`config.mk`:
```
export PLATFORM = sky130hd
export DESIGN_NAME = pipe_hazard_stall_ctrl
export DESIGN_NICKNAME = d
export VERILOG_FILES = /design/src/rtl/hazard_pkg.sv /design/src/rtl/hazard_need_calc.sv /design/src/rtl/pipe_hazard_stall_ctrl.sv
export SDC_FILE = /design/constraint.sdc
export NUM_CORES = 1
export LEC_CHECK = 0
export CORE_MARGIN = 5
export CORE_UTILIZATION = 35
export CTS_CLUSTER_DIAMETER = 80
export DETAILED_ROUTE_END_ITERATION = 6
export PLACE_DENSITY = 0.78
export REMOVE_ABC_BUFFERS = 1
export SLEW_MARGIN = 5
export SYNTH_ARGS = -nofsm -noshare
export SYNTH_HDL_FRONTEND = slang
export SYNTH_SLANG_ARGS = --single-unit
```
`constraint.sdc`:
```
create_clock -name clk -period 4.5 [get_ports clk]
set_input_delay 1.35 -clock clk [delete_from_list [all_inputs] [get_ports clk]]
set_output_delay 1.35 -clock clk [all_outputs]
set_load 0.02 [all_outputs]
```
`src/rtl/hazard_pkg.sv`:
```
// hazard_pkg: opcode classes, controller state enum and sizing helpers for pipe_hazard_stall_ctrl.
package hazard_pkg;

    localparam int OPC_W = 16;
    typedef logic [OPC_W-1:0] opc_t;

    localparam opc_t OP_ATYPE = 16'h0001;
    localparam opc_t OP_LW    = 16'h0006;
    localparam opc_t OP_LH    = 16'h0004;
    localparam opc_t OP_BEQ   = 16'h000c;
    localparam opc_t OP_BNE   = 16'h000d;
    localparam opc_t OP_BLT   = 16'h000e;

    typedef enum logic [1:0] {S_RUN, S_STALL, S_FLUSH} state_t;

    function automatic logic is_load(input opc_t op);
        return op == OP_LW || op == OP_LH;
    endfunction

    function automatic logic is_atype(input opc_t op);
        return op == OP_ATYPE;
    endfunction

    function automatic logic is_branch(input opc_t op);
        return op == OP_BEQ || op == OP_BNE || op == OP_BLT;
    endfunction

    function automatic int max3(input int a, input int b, input int c);
        return (a > b ? a : b) > c ? (a > b ? a : b) : c;
    endfunction

    function automatic int need_w(input int m);
        return m < 2 ? 1 : $clog2(m + 1);
    endfunction

endpackage

```
`src/rtl/hazard_need_calc.sv`:
```
// hazard_need_calc: combinational stall-count evaluation for the instruction in ID.
module hazard_need_calc
    import hazard_pkg::*;
#(
    parameter int OP_W            = 4,
    parameter int REG_AW          = 5,
    parameter int LOAD_USE_STALLS = 1,
    parameter int BR_ALU_STALLS   = 1,
    parameter int BR_LOAD_STALLS  = 2,
    parameter int NW              = 2
)(
    input  logic [OP_W-1:0]   id_op,
    input  logic [REG_AW-1:0] id_rs,
    input  logic [REG_AW-1:0] id_rt,
    input  logic [OP_W-1:0]   ex_op,
    input  logic [REG_AW-1:0] ex_rd,
    input  logic [OP_W-1:0]   mem_op,
    input  logic [REG_AW-1:0] mem_rd,
    output logic [NW-1:0]     need
);
    logic br, ex_m, mem_m, ex_ld, ex_a, mem_ld;
    always_comb begin
        br     = is_branch(OPC_W'(id_op));
        ex_ld  = is_load(OPC_W'(ex_op));
        ex_a   = is_atype(OPC_W'(ex_op));
        mem_ld = is_load(OPC_W'(mem_op));
        // register 0 is hardwired, so it never carries a dependency
        ex_m   = ex_rd != '0 && (ex_rd == id_rs || ex_rd == id_rt);
        mem_m  = mem_rd != '0 && (mem_rd == id_rs || mem_rd == id_rt);
        need   = (br && ex_ld && ex_m)   ? NW'(BR_LOAD_STALLS) :
                 (br && ex_a && ex_m)    ? NW'(BR_ALU_STALLS) :
                 (br && mem_ld && mem_m) ? NW'(BR_LOAD_STALLS - 1) :
                 (!br && ex_ld && ex_m)  ? NW'(LOAD_USE_STALLS) : '0;
    end
endmodule

```
`src/rtl/pipe_hazard_stall_ctrl.sv`:
```
// pipe_hazard_stall_ctrl: stall/flush FSM driving PC, IF/ID and ID/EX controls.
// Optional perf counters when HAZ_PERF_CNT_EN is defined.
module pipe_hazard_stall_ctrl
    import hazard_pkg::*;
#(
    parameter int OP_W            = 4,
    parameter int REG_AW          = 5,
    parameter int LOAD_USE_STALLS = 1,
    parameter int BR_ALU_STALLS   = 1,
    parameter int BR_LOAD_STALLS  = 2
`ifdef HAZ_PERF_CNT_EN
    ,
    parameter int CNT_W           = 32
`endif
)(
    input  logic              clk,
    input  logic              rst_n,
    input  logic [OP_W-1:0]   id_op,
    input  logic [REG_AW-1:0] id_rs,
    input  logic [REG_AW-1:0] id_rt,
    input  logic [OP_W-1:0]   ex_op,
    input  logic [REG_AW-1:0] ex_rd,
    input  logic [OP_W-1:0]   mem_op,
    input  logic [REG_AW-1:0] mem_rd,
    input  logic              branch_taken,
    input  logic              ext_freeze,
    output logic              pc_hold,
    output logic              ifid_hold,
    output logic              idex_bubble,
    output logic              ifid_flush,
    output logic              stall_busy
`ifdef HAZ_PERF_CNT_EN
    ,
    output logic [CNT_W-1:0]  perf_stall_cyc,
    output logic [CNT_W-1:0]  perf_flush_cnt
`endif
);
    localparam int NW = need_w(max3(LOAD_USE_STALLS, BR_ALU_STALLS, BR_LOAD_STALLS));

    logic [NW-1:0] need, cnt, cnt_nxt;
    state_t        state, state_nxt;
    logic          hold, bubble, flush;

    hazard_need_calc #(
        .OP_W(OP_W), .REG_AW(REG_AW), .LOAD_USE_STALLS(LOAD_USE_STALLS),
        .BR_ALU_STALLS(BR_ALU_STALLS), .BR_LOAD_STALLS(BR_LOAD_STALLS), .NW(NW)
    ) u_need (
        .id_op(id_op), .id_rs(id_rs), .id_rt(id_rt), .ex_op(ex_op), .ex_rd(ex_rd),
        .mem_op(mem_op), .mem_rd(mem_rd), .need(need)
    );

    // a pending stall always wins over a taken branch: operands are not ready yet
    always_comb begin
        state_nxt = state;
        cnt_nxt   = cnt;
        hold      = 1'b0;
        bubble    = 1'b0;
        flush     = 1'b0;
        if (ext_freeze) begin
            hold = 1'b1;
        end else if (state == S_STALL) begin
            hold      = 1'b1;
            bubble    = 1'b1;
            cnt_nxt   = cnt - NW'(1);
            state_nxt = (cnt == NW'(1)) ? S_RUN : S_STALL;
        end else if (state == S_FLUSH) begin
            state_nxt = S_RUN;
        end else if (need != '0) begin
            hold      = 1'b1;
            bubble    = 1'b1;
            cnt_nxt   = (need == NW'(1)) ? cnt : need - NW'(1);
            state_nxt = (need == NW'(1)) ? S_RUN : S_STALL;
        end else if (branch_taken) begin
            flush     = 1'b1;
            state_nxt = S_FLUSH;
        end
    end

    always_ff @(posedge clk or negedge rst_n) begin
        if (!rst_n) begin
            state <= S_RUN;
            cnt   <= '0;
        end else begin
            state <= state_nxt;
            cnt   <= cnt_nxt;
        end
    end

    assign pc_hold     = rst_n & hold;
    assign ifid_hold   = rst_n & hold;
    assign idex_bubble = rst_n & bubble;
    assign ifid_flush  = rst_n & flush;
    assign stall_busy  = rst_n & (state == S_STALL);

`ifdef HAZ_PERF_CNT_EN
    always_ff @(posedge clk or negedge rst_n) begin
        if (!rst_n) begin
            perf_stall_cyc <= '0;
            perf_flush_cnt <= '0;
        end else begin
            if (idex_bubble && perf_stall_cyc != '1) perf_stall_cyc <= perf_stall_cyc + 1'b1;
            if (ifid_flush && perf_flush_cnt != '1) perf_flush_cnt <= perf_flush_cnt + 1'b1;
        end
    end
`endif
endmodule

```
==> metrics.txt, run 1 <==
run status finished clean; vias after detailed routing just over 800; Worst Max-Slew Pin Slew approximately 0.3 ns; dominant register cell in the synthesized netlist dfrtp_1; antenna-violating nets left 0; maximum cell stage delay along the critical path ~0.39 ns; GRT met1 Usage 18.8%; layer with the highest usage after global routing met2; number of nets in the finished design roughly 190; residual overflow from global routing 0; first-pass GRT wire length around 3400 µm; P_int 203 µW; maximum number of pins on one net before global-route repair 9; Die W roughly 52 µm; share of post-route cells with drive strength above 1 29.9%; clock tree from TritonCTS yes; Synth Register Bits 4; total routed wirelength between 2000 and 2500 µm; count of input and output buffers 39; count of maximum capacitance violations 0; top cell types by occurrence after synthesis xor2_1, nor2_1, xnor2_1, nor3_1; number of fill cells in the layout about 130; number of global-route vias before repair approximately 790; element type at the critical path start primary input; largest fanout on the critical path 3; remaining design rule violation count 0; total number of placement rows 15; number of design-rule violations left by the first detailed-router iteration 2; total number of clock tree sinks 4; CTS Buf Count 3; maximum buffer depth of the clock tree 2; sequential cell fraction of total power ~22%; HP Class reg2reg; CTS root buffer clkbuf_4; critical path's slowest cell or3b_4; starting density of the core between 30% and 40%; number of detailed-route iterations in the first pass 4; mean cell area of the mapped netlist 7.49 µm²; Worst Hold Slack ~0.6 ns; headroom to the max-slew limit between 70% and 80%; power per cell area around 260 nW/µm²; antenna violations before repair 0; Required @ worst endpoint ~3.2 ns; final antenna diode count 0; YS warnings 0; DP Wirelength 1820 µm; routability cong. a little over 0.8; Synth area leader xor2_1; leading post-synthesis cells by cell area xor2_1, dfrtp_1, xnor2_1; summed instance area of the synthesized netlist 614 µm²; buffer and inverter count on the worst path 3; via-per-instance ratio 5.04; count leader, synth xor2_1; fraction of registers with async set or reset after synthesis 100%; switching power summed over all nets 125 µW; latest clock arrival within the worst-skew pair between 0.2 and 0.25 ns; power share of the combinational group about two thirds; met3 layer usage reported by global route roughly 4.6%; placed inst area ~1200 µm²; gate count after technology mapping between 80 and 90; Worst Path Class, Setup in2out; setup violation total in the final timing report 0; static leakage between 0.0005 and 0.0006 µW; maximum vdd drop around 0.24 mV; Finished Cell Area around 1300 µm²; share of the synthesized area in the top cell type between 10% and 20%; shortest period the worst path allows 4.46 ns; post-route fraction of the period consumed by the critical path between 90% and 100%; routed wire length per instance roughly 15 µm; core region area roughly 1700 µm²; list of cells traversed by the critical path dlygate4sd2_1 > xor2_1 > nor3_2 > a22oi_2 > or3b_4 > and3_4 > buf_6 > and3_4 > buf_6; number of enable-type register cells in the synthesized netlist 0; post-layout worst setup margin 0.0389 ns; synth unique cells 31; Hold Fails Final Rpt 0; clock slew at reported path FFs approximately 0.03 ns; WP data arrival around 3.1 ns; Global Route met2 Usage 30.5%; die outline area roughly 2700 µm²; Layout area overhead 107%; Max Clock Freq 0.224 GHz; crit-path leading delay family simple AND/OR/NAND/NOR gates; deepest level of the CTS H-tree 1; top-level I/O count 41; Worst setup EP type output port; register area share after synthesis 16.3%; Switching Fraction a little under two fifths; worst setup slack after placement -0.652 ns; Pwr Total approximately 330 µW; vertical die dimension 51.9 µm; part of the power in the clock network a little over an eighth; global-route usage over all layers between 10% and 20%; Slew Viols, Final 0; Worst Clk Skew between 0.005 and 0.006 ns
-- power groups by stage --
stage          sequential (µW)  clock (µW)  combinational [µW]
2_1_floorplan             67.0           0                 102
3_3_place_gp              71.1           0                 190
3_5_place_dp              71.4           0                 196
4_1_cts                   70.8        45.3                 193
5_1_grt                   75.3        50.1                 230
6_report                  71.9        43.8                 212
-- kinds of logic (layout without fill, tap and decap cells) --
logic type / Yosys count / in the layout / synth area share, %
flip-flops: 4 / 4 / 16.3
XOR/XNOR: 20 / 20 / 28.5
AND/OR/NAND/NOR: 39 / 39 / 34.8
adder cells (fa/ha/maj): 1 / 1 / 2.04
AO/OA/AOI/OAI: 14 / 14 / 15.3
buffers and inverters: 4 / 69 / 3.06
-- layout by cell type, fill, tap and decap left out, types with 2 or more instances in the layout --
| cell type | synthesis | routed |
|---|---|---|
| a21oi_1 | 3 | 2 |
| and2_1 | 2 | 2 |
| and3_4 | 0 | 2 |
| buf_2 | 0 | 2 |
| buf_4 | 1 | 25 |
| buf_6 | 0 | 2 |
| clkbuf_4 | 0 | 3 |
| clkdlybuf4s50_1 | 0 | 17 |
| dfrtp_1 | 4 | 4 |
| dlygate4sd2_1 | 0 | 14 |
| dlymetal6s2s_1 | 0 | 4 |
| inv_1 | 2 | 2 |
| nand2_1 | 3 | 3 |
| nand2b_1 | 3 | 3 |
| nand3_1 | 4 | 4 |
| nor2_1 | 11 | 11 |
| nor2b_1 | 2 | 2 |
| nor3_1 | 5 | 2 |
| nor3_2 | 0 | 3 |
| nor3b_1 | 2 | 2 |
| o21ai_0 | 3 | 2 |
| xnor2_1 | 6 | 6 |
| xor2_1 | 14 | 14 |
-- per-stage QoR --
stage	cells	utilization, %	setup TNS, ns
6_report	164	75.4	0
3_3_place_gp	159	70.3	-2.23
4_1_cts	163	71.1	0
3_5_place_dp	159	70.3	-2.43
2_1_floorplan	80	-	-0.267
5_1_grt	164	75.4	-0.0909
-- registers in the layout, summed over array words and instances (netlist names) --
name   cells
cnt        2
state      2
-- metal layers --
| metal | vias to the layer above | wire length (µm) |
|---|---|---|
| met5 | - | 0 |
| met4 | 0 | 57 |
| met3 | 8 | 104 |
| met2 | 22 | 1310 |
| met1 | 375 | 920 |
| li1 | 422 | - |
-- area by class of cell --
class | count | area [µm²] | area share, %
Tap cell | 17 | 21.3 | 1.67
Multi-Input combinational cell | 74 | 559 | 43.9
Clock buffer | 3 | 22.5 | 1.77
Sequential cell | 4 | 100 | 7.86
Timing Repair Buffer | 64 | 563 | 44.2
Inverter | 2 | 7.51 | 0.589
-- worst min-delay path, stage by stage, from the launching register on --
cell     delay (ns)
dfrtp_1        0.31
inv_1          0.05
nor2_1         0.09
a21o_1         0.11
-- timing repair --
item | CTS | global route
gates resized for setup | 38 | 15
buffers inserted | 1 | 1
hold buffers | 0 | 0
pin swaps | 5 | 4
endpoints found under the hold margin | 0 | 0
setup endpoints to repair | 4 | 4
-- path summary, 6_finish.rpt --
check | startpoint | to | slack, ns | cells past startpoint
max | ex_rd[4] | ifid_flush | 0.04 | 9
min | cnt[1] | cnt[1] | 0.59 | 3
max reg2reg | state[1] | state[1] | 3.06 | 5
min reg2reg | cnt[1] | cnt[1] | 0.59 | 3
max in group asynchronous | rst_n | cnt[0] | 2.98 | 2
min in group asynchronous | rst_n | state[0] | 1.41 | 2
Note: power is estimated with default switching activity, not from simulation.
==> run 2, diff against run 1 <==
CORE_AREA = 5 5 42 44   (was unset)
CORE_MARGIN = unset   (was 5)
CORE_UTILIZATION = unset   (was 35)
DIE_AREA = 0 0 47 49   (was unset)
DONT_BUFFER_PORTS = 1   (was unset)
PLACE_DENSITY = 0.6   (was 0.78)
SETUP_SLACK_MARGIN = 0.15   (was unset)
==> run 2 against run 1 <==
  * Routed wire length down 38%
  * Utilization down 29 points
  * Combinational power down 43%
  * Register-to-register slack better by 0.21 ns
  * Clock skew up 0.0063 ns
  * Fmax up 5.9%
  * Final area down 49%
  * Critical path type unchanged
==> metrics.txt, run 2 (synthesis results as in run 1) <==
run status finished clean; Max Clock Freq 0.237 GHz (+5.9%); die outline area 2300 µm² (-14%); residual overflow from global routing 0 (unchanged); element type at the critical path start primary input; core region area 1400 µm² (-17%); leading cell types in the layout, fill and taps excluded xor2_1, nor2_1, xnor2_1, nor3_1; list of cells traversed by the critical path xor2_1 > nor3_1 > a22oi_1 > or3b_4 > and3_2 > o21ai_0 > buf_4; headroom to the max-slew limit 73.7% (-6.0 points); final antenna diode count 0 (unchanged); maximum cell stage delay along the critical path 0.43 ns (+0.04 ns); first-pass GRT wire length 2350 µm (-31%); HP Class reg2reg; hold_buf cts 0 (unchanged); number of design-rule violations left by the first detailed-router iteration 12 (+10); final sum of negative setup slack 0 ns (unchanged); shortest period the worst path allows 4.21 ns (-0.249 ns); antenna-violating nets left 0 (unchanged); Slew Viols, Final 0 (unchanged); number of detailed-route iterations in the first pass 4 (unchanged); clock slew at reported path FFs 0.03 ns (about the same); biggest registers after layout cnt (2), state (2); CTS Buf Count 3 (unchanged); count of maximum capacitance violations 0 (unchanged); routability cong. 0.796 (-2.0%); number of global-route vias before repair 499 (-37%); maximum buffer depth of the clock tree 2 (unchanged); setup violation total in the final timing report 0 (unchanged); via-per-instance ratio 5.56 (+10%); clock tree from TritonCTS yes; starting density of the core 43.8% (+7.5 points); Die W 47 µm (-9.4%); Layout area overhead 6.31%; post-route fraction of the period consumed by the critical path 93.6% (-5.5 points); Post CTS Setup Buffer Count 0 (-1); number of nets in the finished design 123 (-34%); total routed wirelength 1490 µm (-38%); Pwr Total 239 µW (-27%); post-cts sizing count 0 (-100%); maximum number of pins on one net before global-route repair 9 (unchanged); Required @ worst endpoint 3.15 ns (about the same); leading cell type in the layout, fill and taps excluded xor2_1; total number of placement rows 14 (-1); DP Wirelength 1280 µm (-30%); count of input and output buffers 0 (-100%); Worst Clk Skew 0.0116 ns (+0.00627 ns); remaining design rule violation count 0 (unchanged); share of post-route cells with drive strength above 1 7.14% (-23 points); latest clock arrival within the worst-skew pair 0.24 ns (about the same); routed wire length per instance 14.9 µm (+1.7%); vertical die dimension 49 µm (-5.6%); top-level I/O count 41 (unchanged); maximum vdd drop 0.170 mV (-29%); Worst setup EP type output port; crit-path leading delay family simple AND/OR/NAND/NOR gates; power per cell area 366 nW/µm² (+42%); Worst Path Class, Setup in2out; global-route usage over all layers 13.6% (-3.5 points); WP data arrival 2.86 ns (-0.25 ns); critical path's slowest cell or3b_4; Hold Fails Final Rpt 0 (unchanged); buffer and inverter count on the worst path 1 (-2); deepest level of the CTS H-tree 1 (unchanged); RSZ-0062 raised after global routing no; static leakage 0.000262 µW (-56%); total number of clock tree sinks 4 (unchanged); antenna violations before repair 0 (unchanged); CTS root buffer clkbuf_4; largest fanout on the critical path 3 (unchanged); Worst Max-Slew Pin Slew 0.393 ns (+0.0923 ns); vias after detailed routing 556 (-33%)
[run 2: tightest hold or removal path: cells and delay by family, from the launching register on]
kind / cells / cell delay [ns]
AO/OA/AOI/OAI: 1 / 0.04
flip-flops: 1 / 0.36
AND/OR/NAND/NOR: 1 / 0.15
[run 2: cell type report]
class | count | area [µm²]
multi-input combinational | 74 | 495
sequential | 4 | 100
clock buffer | 3 | 22.5
tap | 16 | 20.0
inverter | 2 | 7.51
timing repair buffer | 1 | 7.51
fill | 146 | 748
[run 2: worst paths after layout]
kind,startpoint,to,slack (ns),cells past startpoint
worst min-delay path,cnt[0],cnt[0],0.59,2
max in group asynchronous,rst_n,state[0],3.62,0
min in group asynchronous,rst_n,state[1],0.80,0
worst max register to register,state[1],state[1],3.27,3
worst max-delay path,ex_rd[2],pc_hold,0.29,7
worst min register to register,cnt[0],cnt[0],0.59,2
[run 2: through the flow]
step | setup slack, ns | std cells | hold WS (ns) | util (%) | area (µm²)
finish | 0.288 | 100 | 0.594 | 46.6 | 653
global route | 0.195 | 100 | 0.620 | 46.6 | 653
CTS | 0.284 | 100 | 0.598 | 46.6 | 653
detailed placement | 0.297 | 97 | 0.594 | 45.0 | 631
global placement | 0.281 | 97 | 0.591 | 45.0 | 631
floorplan | -0.133 | 80 | 0.540 | - | 603
[run 2: routing by layer]
| metal | share of wire, % | global-route usage (%) | routed length [µm] | vias up |
|---|---|---|---|---|
| met1 | 45 | 19.3 | 668 | 242 |
| met5 | 0 | 0 | 0 | - |
| met4 | 0 | 8.29 | 0 | 0 |
| met2 | 47 | 18.3 | 705 | 22 |
| met3 | 7.5 | 2.21 | 112 | 0 |
| li1 | - | - | - | 292 |
[run 2: power breakdown]
group	switching [µW]	internal, µW
clock	16.5	30.0
sequential	18.3	53.8
combinational	59.5	61.2
